--- config.mk ---
export PLATFORM = sky130hd
export DESIGN_NAME = seg7_out_driver_flat
export DESIGN_NICKNAME = d
export VERILOG_FILES = /design/src/rtl/seg7_out_driver_if.sv /design/src/rtl/seg7_out_driver.sv /design/src/flat_wrapper.sv
export SDC_FILE = /design/constraint.sdc
export NUM_CORES = 1
export LEC_CHECK = 0
export ABC_AREA = 1
export BUFFER_PORTS_ARGS = -buffer_cell sky130_fd_sc_hd__buf_4
export CAP_MARGIN = 0
export CORE_MARGIN = 3
export CORE_UTILIZATION = 40
export CTS_CLUSTER_SIZE = 10
export DETAILED_ROUTE_END_ITERATION = 7
export PLACE_DENSITY_LB_ADDON = 0.2
export SYNTH_ARGS = -nofsm -noshare
export SYNTH_HDL_FRONTEND = slang
export SYNTH_SLANG_ARGS = --single-unit
--- constraint.sdc ---
create_clock -name clk -period 2.1 [get_ports clk]
set_input_delay 0.21 -clock clk [delete_from_list [all_inputs] [get_ports clk]]
set_output_delay 0.21 -clock clk [all_outputs]
set_load 0.02 [all_outputs]
--- src/rtl/seg7_out_driver_if.sv ---
// seg7_out_driver_if: processor-out bus into the display driver and the pins it drives
interface seg7_out_driver_if;
  logic [15:0] data_in;
  logic wr_en;
  logic halt;
  logic [7:0] seg;
  logic [3:0] an;
  modport master (output data_in, wr_en, halt, input seg, an);
  modport slave (input data_in, wr_en, halt, output seg, an);
endinterface

--- src/rtl/seg7_out_driver.sv ---
// seg7_out_driver: latches the out bus and scans it as four hex digits onto a 7-segment display
module seg7_out_driver #(
  parameter int SCAN_DIV = 50000,
  parameter bit ACTIVE_LOW = 1'b1,
  parameter bit LZB = 1'b0
) (
  input logic clk,
  input logic rst_n,
  seg7_out_driver_if.slave bus
);
  localparam logic [15:0] LAST = 16'(SCAN_DIV - 1);
  localparam logic [6:0] LUT [16] = '{7'h3F, 7'h06, 7'h5B, 7'h4F, 7'h66, 7'h6D, 7'h7D, 7'h07,
                                      7'h7F, 7'h6F, 7'h77, 7'h7C, 7'h39, 7'h5E, 7'h79, 7'h71};
  logic [15:0] disp_reg, presc;
  logic shown;
  logic [1:0] dig;
  logic [3:0] nib;
  logic blank;
  logic [7:0] seg_n;
  logic [3:0] an_n;
  // Leading-zero test: digit i is blank when every nibble from i upward is zero.
  always_comb begin
    nib = disp_reg[{dig, 2'b00} +: 4];
    blank = !shown || (LZB && dig != 2'd0 && (disp_reg >> {dig, 2'b00}) == 16'h0);
    seg_n = {dig == 2'd0 && bus.halt, blank ? 7'h00 : LUT[nib]};
    an_n = 4'b0001 << dig;
  end
  always_ff @(posedge clk or negedge rst_n) begin
    if (!rst_n) begin
      disp_reg <= '0;
      shown <= 1'b0;
      presc <= '0;
      dig <= '0;
      bus.an <= ACTIVE_LOW ? 4'b1110 : 4'b0001;
      bus.seg <= ACTIVE_LOW ? 8'hFF : 8'h00;
    end else begin
      if (bus.wr_en) begin
        disp_reg <= bus.data_in;
        shown <= 1'b1;
      end
      presc <= presc == LAST ? 16'h0 : presc + 16'h1;
      if (presc == LAST) dig <= dig + 2'd1;
      bus.an <= ACTIVE_LOW ? ~an_n : an_n;
      bus.seg <= ACTIVE_LOW ? ~seg_n : seg_n;
    end
  end
endmodule

--- src/flat_wrapper.sv ---
// flat-port wrapper written by rule: the top's interface ports become plain ports
module seg7_out_driver_flat 
#(
  parameter int SCAN_DIV = 50000,
  parameter bit ACTIVE_LOW = 1'b1,
  parameter bit LZB = 1'b0
)
  (clk, rst_n, bus_data_in, bus_wr_en, bus_halt, bus_seg, bus_an);
  seg7_out_driver_if bus_i ();
  input logic clk;
  input logic rst_n;
  input wire logic [$bits(bus_i.data_in)-1:0] bus_data_in;
  input wire logic [$bits(bus_i.wr_en)-1:0] bus_wr_en;
  input wire logic [$bits(bus_i.halt)-1:0] bus_halt;
  output wire logic [$bits(bus_i.seg)-1:0] bus_seg;
  output wire logic [$bits(bus_i.an)-1:0] bus_an;
  assign bus_i.data_in = bus_data_in;
  assign bus_i.wr_en = bus_wr_en;
  assign bus_i.halt = bus_halt;
  assign bus_seg = bus_i.seg;
  assign bus_an = bus_i.an;
  seg7_out_driver #(.SCAN_DIV(SCAN_DIV), .ACTIVE_LOW(ACTIVE_LOW), .LZB(LZB)) u_core (.clk(clk), .rst_n(rst_n), .bus(bus_i));
endmodule
==> flow_summary.toml <==
[route]
via_count = 1903
via_per_inst = 4.630
first_pass_iters = 4
drt_iter0_drc = 74
postRouteAntennaNets = 0
routed_wl_um = 4476
routedWlPerCell_um = 10.89
drc = 0

[synthesis]
synth_top_area_frac = 0.3589
synthArstFlopShare = 1.000
synth.yosys.warnings = 0
synth.distinct_cells = 29
synth_area_per_cell_um2 = 8.339
yosys.area.top_type = "dfrtp_1"
ys_ff_latch = 47
synth_ff_type = "dfrtp_1"
synth_edf_count = 0
syn_area_mm2 = 0.002510
synthTopCellsByCount = "97 x nand2_1, 36 x dfrtp_1, 33 x inv_1, 32 x nand3_1, 19 x nor2_1"
syn_inst = 301
ys_seq_area_frac = 0.4741
syn_nets = 332
synthTopCellsByArea = "dfrtp_1 36%, nand2_1 15%, dfstp_2 12%, nand3_1 6.4%, ha_1 5.5%"
yosysMostFrequentCell = "nand2_1"

[outcome]
outcome = "finished, final reports clean"

[power]
irDropWorstVdd_mv = 0.3011
p_int_mw = 1.302
p_leak_nw = 1.510
pwr-share-clk = 0.295
power_mw = 1.752
net-switching-power_uw = 450.1
power_frac_comb = 0.141
p_seq_frac = 0.564
powerDensity_mw_per_mm2 = 604.6
p_sw_frac = 0.2569

[timing]
fin_crit_ps = 1809
tightestPinTransition_ps = 565.7
fmax_mhz = 552.9
tns_ps = 0
worst_slack_ps = 291.4
slew-limit-headroom = 0.6228
whs_ps = 28.72
min_period_over_period = 0.8612
rsz0062_at_grt = "false"
finalHoldViolCount = 0
slew_violations = 0
finClkSkew_ps = 4.657
setup_viol = 0

[floorplanning]
ioPinCount = 32
rows = 28
coreArea_mm2 = 0.005991
dieWidth_um = 85.22
die_h_um = 85.22
dieArea_mm2 = 0.007262
start_util = 0.4190

[place]
placed_area_mm2 = 0.002806
dp.final_hpwl_um = 3437
dp_cells = 402
io_buffers = 31
gp_congestion = 0.8749
place_ws_ps = 305.0

[global_routing]
antenna_found_initial = 0
grt_pass1_vias = 1851
grt_pass1_wl_um = 8217
grt_overflow = 0
grt_max_degree = 48
track_usage = 0.1379

[clocking]
root_buffer = "clkbuf_8"
cts_sinks = 47
postCtsSetupRepairBufs = 0
clockBufferDepth = 2
clk_pin_slew_worst_paths_ps = 80
htreeDepth = 2
cts_buffers = 5
cts_tree = "yes"
insertion_delay_ps = 290

[final_layout]
stdcell_area_mm2 = 0.002898
drive_above_1_share = 0.2351
instances_no_fill = 411
area_growth_pct = 15.45
layout.nets = 366
num_antenna_cells = 0
utilization = 0.4837
fillers = 603

[worst_setup_path]
criticalPathCategory = "reg -> reg"
r2r_start = "u_core.dig[0]$_DFFE_PN0N_"
r2r_slack_ps = 290
critPathLaunch = "u_core.dig[0]$_DFFE_PN0N_"
critPathMaxStageDelay_ps = 610
worstPathRequired_ps = 2320
crit_path_end = "u_core.bus.seg[3]$_DFF_PN1_"
critPathArrivalTime_ps = 2030
crit_path_cell_trace = "inv_6 > nand2_1 > nand3_1 > nand2_1 > inv_1 > ha_1 > nand3b_1 > nand3_1 > nand3_1"
reg2reg_depth = 9
start_kind = "flop"
reg2reg_to = "u_core.bus.seg[3]$_DFF_PN1_"
cp_slowest_cell = "dfrtp_1"
crit_fanout = 11
critPathCaptureType = "flop"
cpMostUsedCell = "nand3_1"

[hold_path]
hold_path_class = "in -> reg"

[flow_run]
drv_cap = 0
[kinds of logic after synthesis]
| kind of cell | synth area share |
|---|---|
| buffers and inverters | 0.07378 |
| XOR/XNOR | 0.02443 |
| flip-flops | 0.4741 |
| AO/OA/AOI/OAI | 0.01944 |
| adder cells (fa/ha/maj) | 0.05483 |
| AND/OR/NAND/NOR | 0.3534 |
[worst min-delay path by stage]
stage / to / cells after the start / slack [ps] / start
floorplan: u_core.bus.an[0]$_DFF_PN0_ / 0 / -90 / rst_n
global placement: u_core.presc[4]$_DFF_PN0_ / 1 / 250 / rst_n
detailed placement: u_core.presc[4]$_DFF_PN0_ / 1 / 250 / rst_n
CTS: u_core.bus.seg[7]$_DFF_PN1_ / 2 / 30 / bus_halt
global route: u_core.bus.seg[7]$_DFF_PN1_ / 2 / 30 / bus_halt
finish: u_core.bus.seg[7]$_DFF_PN1_ / 2 / 30 / bus_halt
[power groups by stage]
| stage | Combinational, mW | Clock, mW | Sequential, mW |
|---|---|---|---|
| 5_1_grt | 0.282 | 0.570 | 0.995 |
| 3_5_place_dp | 0.249 | 0 | 1.01 |
| 3_3_place_gp | 0.247 | 0 | 1.01 |
| 2_1_floorplan | 0.118 | 0 | 1.03 |
| 6_report | 0.246 | 0.517 | 0.989 |
| 4_1_cts | 0.251 | 0.533 | 0.989 |
[timing repair]
item                                    4_1_cts  5_1_grt
endpoints found under the setup margin        0        0
endpoints found under the hold margin        36        0
resized for setup                             0        0
hold buffers                                  1        0
[layout make-up]
| class | instances | area, um2 | share of cell area |
|---|---|---|---|
| multi-input combinational | 211 | 1135 | 0.3916 |
| clock inverter | 1 | 5.005 | 0.001727 |
| timing repair buffer | 32 | 242.7 | 0.08377 |
| sequential | 47 | 1190 | 0.4106 |
| clock buffer | 7 | 76.32 | 0.02634 |
| inverter | 38 | 155.1 | 0.05354 |
| tap | 75 | 93.84 | 0.03238 |
[placed cells by master (no fill, tap or decap)]
cell / n
nand2_1: 97
dfrtp_1: 36
inv_1: 33
nand3_1: 32
buf_4: 31
nor2_1: 19
ha_1: 11
dfstp_2: 11
nand2_2: 9
xor2_1: 7
nor3_1: 5
o21ai_0: 5
clkbuf_8: 5
nand2_4: 4
nor2_2: 4
nand3b_1: 3
nand4_1: 3
nor2_4: 3
inv_2: 2
nor3_2: 2
a21oi_1: 2
nand3_4: 2
clkbuf_1: 2
nand3_2: 1
o21ai_2: 1
clkinv_4: 1
inv_6: 1
inv_4: 1
o21ai_1: 1
clkinv_2: 1
dlygate4sd3_1: 1
[critical path, delay by kind of cell, from the launching register on]
kind          cells  cell delay, ps
simple gates      6             670
flops             1             610
buf+inv           2             230
fa+ha+maj         1             220
[layer usage]
| layer | global-route usage | routed length, um | vias to the layer above |
|---|---|---|---|
| met4 | 0.03885 | 58 | 0 |
| met5 | 0 | 0 | - |
| met3 | 0.03398 | 224 | 6 |
| met1 | 0.1998 | 2338 | 861 |
| met2 | 0.2055 | 1854 | 32 |
| li1 | - | - | 1004 |
(Power assumes the default switching activity.)
